<file path="config.mk">
export PLATFORM = sky130hd
export DESIGN_NAME = pipe_stage_reg
export DESIGN_NICKNAME = d
export VERILOG_FILES = /design/src/rtl/pipe_stage_reg.sv
export SDC_FILE = /design/constraint.sdc
export NUM_CORES = 1
export LEC_CHECK = 0
export BUFFER_PORTS_ARGS = -buffer_cell sky130_fd_sc_hd__buf_4
export CORE_ASPECT_RATIO = 0.7
export CORE_MARGIN = 2
export CORE_UTILIZATION = 40
export CTS_BUF_LIST = sky130_fd_sc_hd__clkbuf_4
export CTS_CLUSTER_SIZE = 28
export DETAILED_ROUTE_END_ITERATION = 8
export PLACE_DENSITY = 0.61
export SYNTH_ARGS = -nofsm -noshare
export SYNTH_HDL_FRONTEND = slang
export SYNTH_SLANG_ARGS = --single-unit
export TNS_END_PERCENT = 1
</file>
<file path="constraint.sdc">
create_clock -name clk -period 3 [get_ports clk]
set_input_delay 0.45 -clock clk [delete_from_list [all_inputs] [get_ports clk]]
set_output_delay 0.45 -clock clk [all_outputs]
set_load 0.01 [all_outputs]
</file>
<file path="src/rtl/pipe_stage_reg.sv">
// Parametrised pipeline stage register with a valid/ready handshake and a two-entry skid buffer.
// Flush drops every held entry and leaves a zero-control bubble; a saturating counter tracks idle output cycles.
module pipe_stage_reg #(
  parameter int DATA_W = 64,
  parameter int CTRL_W = 16,
  parameter int CNT_W  = 16
) (
  input  logic              clk,
  input  logic              rst,
  input  logic              flush,
  input  logic              in_valid,
  output logic              in_ready,
  input  logic [DATA_W-1:0] in_data,
  input  logic [CTRL_W-1:0] in_ctrl,
  output logic              out_valid,
  input  logic              out_ready,
  output logic [DATA_W-1:0] out_data,
  output logic [CTRL_W-1:0] out_ctrl,
  output logic [1:0]        occupancy,
  output logic [CNT_W-1:0]  bubble_cnt,
  input  logic              cnt_clr
);

  typedef enum logic [1:0] {
    EMPTY = 2'd0,
    ONE   = 2'd1,
    TWO   = 2'd2
  } state_t;

  state_t            state, state_nxt;
  logic [DATA_W-1:0] main_data, main_data_nxt, skid_data, skid_data_nxt;
  logic [CTRL_W-1:0] main_ctrl, main_ctrl_nxt, skid_ctrl, skid_ctrl_nxt;
  logic              accept, take;

  // in_ready depends only on registered state, so a downstream stall never ripples upstream combinationally.
  assign in_ready  = (state != TWO);
  assign out_valid = (state != EMPTY);
  assign out_data  = main_data;
  assign out_ctrl  = out_valid ? main_ctrl : '0;
  assign occupancy = state;
  assign accept    = in_valid & in_ready;
  assign take      = out_valid & out_ready;

  always_comb begin
    state_nxt     = state;
    main_data_nxt = main_data;
    main_ctrl_nxt = main_ctrl;
    skid_data_nxt = skid_data;
    skid_ctrl_nxt = skid_ctrl;
    if (flush) begin
      state_nxt     = EMPTY;
      main_data_nxt = '0;
      main_ctrl_nxt = '0;
      skid_data_nxt = '0;
      skid_ctrl_nxt = '0;
    end else begin
      case (state)
        EMPTY: begin
          if (accept) begin
            state_nxt     = ONE;
            main_data_nxt = in_data;
            main_ctrl_nxt = in_ctrl;
          end
        end
        ONE: begin
          if (accept && take) begin
            main_data_nxt = in_data;
            main_ctrl_nxt = in_ctrl;
          end else if (accept) begin
            state_nxt     = TWO;
            skid_data_nxt = in_data;
            skid_ctrl_nxt = in_ctrl;
          end else if (take) begin
            state_nxt = EMPTY;
          end
        end
        TWO: begin
          // The skid entry moves to the head; its old copy is never presented again.
          if (take) begin
            state_nxt     = ONE;
            main_data_nxt = skid_data;
            main_ctrl_nxt = skid_ctrl;
          end
        end
        default: state_nxt = EMPTY;
      endcase
    end
  end

  always_ff @(posedge clk) begin
    if (!rst) begin
      state     <= EMPTY;
      main_data <= '0;
      main_ctrl <= '0;
      skid_data <= '0;
      skid_ctrl <= '0;
    end else begin
      state     <= state_nxt;
      main_data <= main_data_nxt;
      main_ctrl <= main_ctrl_nxt;
      skid_data <= skid_data_nxt;
      skid_ctrl <= skid_ctrl_nxt;
    end
  end

  // Clear wins over increment; flush intentionally leaves the count alone.
  always_ff @(posedge clk) begin
    if (!rst) begin
      bubble_cnt <= '0;
    end else if (cnt_clr) begin
      bubble_cnt <= '0;
    end else if (!out_valid && (bubble_cnt != '1)) begin
      bubble_cnt <= bubble_cnt + CNT_W'(1);
    end
  end

endmodule

</file>
==> impl_metrics.toml <==
[clocking]
cts_post_setup_buffers_inserted = 0
tritoncts = "done"
htree_num_levels = 4
clock_insertion_delay_worst_skew_ns = 0.57
cts_inserted_buffers = 17
hold_buffers = 0
ctsRootBufferMaster = "sky130_fd_sc_hd__clkbuf_4"
cts_num_sinks = 178
post_cts.resized_instances = 0
clock_transition_time_at_the_flip_flop_clock_pins_of_the_worst_setup_and_hold_paths_ns = 0.15
maximum_root_to_sink_buffer_count = 2

[synth]
postSynthRegisterBits = 178
ys_top_cells_by_area = "sky130_fd_sc_hd__dfxtp_1 (49%), sky130_fd_sc_hd__mux2i_1 (11%), sky130_fd_sc_hd__nand2_1 (8.6%), sky130_fd_sc_hd__a211oi_1 (8.3%), sky130_fd_sc_hd__a21oi_1 (6.2%)"
main_combinational_cell_family_by_area_after_synthesis = "simple AND/OR/NAND/NOR gates"
synth-compound-area-share_pct = 16.7
synth_async_sr_flop_share_pct = 0
synth.area.mux_share_pct = 11.3
synthesis.nets = 915
seq_area_frac_synth_pct = 49.3
yosys.area_share.adder_pct = 0.173
synth_area_per_cell_um2 = 8.74
synth.distinct_cells = 43
ys_dominant_reg_cell = "sky130_fd_sc_hd__dfxtp_1"
yosys_warnings = 0
synthDominantAreaCellType = "sky130_fd_sc_hd__dfxtp_1"
cell_types_with_the_highest_counts_after_synthesis = "sky130_fd_sc_hd__dfxtp_1 (178), sky130_fd_sc_hd__nand2_1 (165), sky130_fd_sc_hd__a21oi_1 (89), sky130_fd_sc_hd__nor2_1 (86), sky130_fd_sc_hd__mux2i_1 (82)"
synth_cells = 828
xor_and_xnor_fraction_of_the_mapped_netlist_area_pct = 0
synth_most_common_cell = "sky130_fd_sc_hd__dfxtp_1"
synth_enable_flop_cells = 0
synth_top_cell_area_share_pct = 49.3
synthesis.area_um2 = 7230
yosys.area_share.simple_pct = 18.4

[sta]
final_max_slew_viol_count = 0
final.min_clock_period_ns = 2.52
setup_viol_count_final = 0
slew_headroom_pct = 42.9
worst-slew-pin-transition_ns = 0.856
grt_setup_unrepaired = "no"
finalCritPeriodShare_pct = 84.2
hold_viol_final = 0
final_total_negative_setup_slack_ns = 0
clock-skew-final_ns = 0.0191
timing.fmax_mhz = 396

[floorplan]
floorplan.die_area_um2 = 19200
floorplan.die.height_um = 117
num_io_pins = 186
die_width_um = 165
placeableCoreArea_um2 = 17900
floorplan.initialDensity_pct = 40.5
placementRows = 41

[setup_path]
timing.critical_path.from_type = "register"
r2r-start = "occupancy[0]$_SDFFE_PP0P_"
worstPathMaxFanout = 43
worstPathRequired_ns = 2.55
end_kind = "output port"
critical_path.startpoint = "occupancy[0]$_SDFFE_PP0P_"
critPathArrivalTime_ns = 2.07
critical_path_class = "reg2out"

[grt]
first_global_vias = 5550
gr-total-overflow = 0
grt_usage_pct = 19.4
number_of_antenna_violations_at_the_first_check_in_global_routing = 0
maximum_number_of_pins_on_one_net_before_global_route_repair = 93
first_pass_grt_wire_length_um = 29200

[layout]
finalCoreUtilization_pct = 51.1
antenna_cells = 0
nNetsFinal = 1065
seq_area_um2 = 3560
drive_above_1_share_pct = 24.2
final_cell_count_no_fill = 1227
areaGrowthSynthToFinish_pct = 26.1
multiInputGateArea_um2 = 3400
fillCellCount = 1732

[drt]
route.final.wire_length_um = 18300
antenna_violating_nets_post_route = 0
post_drt_wl_per_cell_um = 14.9
routed_via_density = 4.98
detail_route.first_pass.iterations = 5
drt_drc_violations_left = 0
drtIter0Drc = 477
routed-via-count = 6114

[placement]
port_buffers = 185
gp_congestion = 0.751
detailedPlacementHpwl_um = 11800
number_of_cells_after_detailed_placement = 1195

[hold_path]
hp-start = "in_data[48]"
hold_path_class = "in2reg"

[pwr]
powerDensity_nw_per_um2 = 480
worst_ir_drop_vdd_mv = 0.261
p_leak_nw = 4.05

[status]
outcome = "finished clean"

[run]
cap_violations = 0
==> metrics by stage <==
stage / hold WS [ns] / total power (W) / setup WS (ns) / instance area [µm²]
final: 0.117 / 0.00438 / 0.475 / 9120
after global routing: 0.0611 / 0.00458 / 0.280 / 9120
after CTS: 0.0637 / 0.00443 / 0.430 / 9120
after detailed placement: 0.446 / 0.00298 / 0.950 / 8820
after global placement: 0.441 / 0.00298 / 1.03 / 8820
after floorplan: 0.436 / 0.00274 / 1.18 / 7230
==> registers in the layout, summed over array words and instances, names as in the netlist <==
name / flops
bubble_cnt: 16
main_ctrl: 16
occupancy: 2
out_data: 64
skid_ctrl: 16
skid_data: 64
==> logic make-up (layout without fill, tap and decap cells) <==
group                    after synthesis  in the layout
AO/OA/AOI/OAI                        190            190
adder cells (fa/ha/maj)                1              1
buffers and inverters                 70            233
flip-flops                           178            178
multiplexers                          82             82
AND/OR/NAND/NOR                      307            307
==> critical path, stage by stage (launching register included) <==
cell and delay [ns]:
sky130_fd_sc_hd__dfxtp_1 0.50, sky130_fd_sc_hd__or2b_4 0.73, sky130_fd_sc_hd__buf_4 0.25
==> where the power goes <==
group / switching [W] / total, W / internal, W
registers: 0.0000370 / 0.00246 / 0.00242
logic: 0.000248 / 0.000463 / 0.000216
clock network: 0.000858 / 0.00146 / 0.000597
==> cells in the final DEF, fill, tap and decap left out, types with 4 or more instances in the layout <==
| cell | synthesis | final |
|---|---|---|
| sky130_fd_sc_hd__a211oi_1 | 80 | 80 |
| sky130_fd_sc_hd__a21oi_1 | 89 | 89 |
| sky130_fd_sc_hd__and2_1 | 17 | 16 |
| sky130_fd_sc_hd__buf_12 | 0 | 6 |
| sky130_fd_sc_hd__buf_4 | 1 | 190 |
| sky130_fd_sc_hd__clkbuf_4 | 0 | 19 |
| sky130_fd_sc_hd__clkinvlp_4 | 0 | 4 |
| sky130_fd_sc_hd__dfxtp_1 | 178 | 178 |
| sky130_fd_sc_hd__inv_1 | 5 | 5 |
| sky130_fd_sc_hd__mux2i_1 | 82 | 82 |
| sky130_fd_sc_hd__nand2_1 | 165 | 164 |
| sky130_fd_sc_hd__nor2_1 | 86 | 86 |
| sky130_fd_sc_hd__o21ai_0 | 5 | 5 |
| sky130_fd_sc_hd__o311ai_0 | 4 | 4 |
| sky130_fd_sc_hd__o41ai_1 | 5 | 5 |
==> path summary, 6_finish.rpt <==
check / slack, ns / cells past startpoint / endpoint
worst max-delay path: 0.48 / 2 / in_ready
worst min-delay path: 0.12 / 3 / skid_data[48]$_SDFFE_PP0P_
worst max register to register: 0.97 / 4 / main_ctrl[1]$_SDFFE_PP0P_
worst min register to register: 0.46 / 2 / skid_ctrl[7]$_SDFFE_PP0P_
==> per-layer routing <==
layer	GRT usage, %	part of all wire, %	wire length, µm
met1	28.9	53	9630
met4	4.35	0.66	121
met3	5.58	6.7	1230
met5	0	0	0
met2	27.5	40	7340
==> final cells by class <==
type | instances | share of cell area (%)
flip-flops and latches | 178 | 39.1
multi-input cells | 580 | 37.2
repair buffers | 196 | 17.0
well taps | 236 | 3.24
clock inverters | 13 | 1.74
clock buffers | 19 | 1.56
inverters | 5 | 0.206
(Power assumes the default switching activity.)
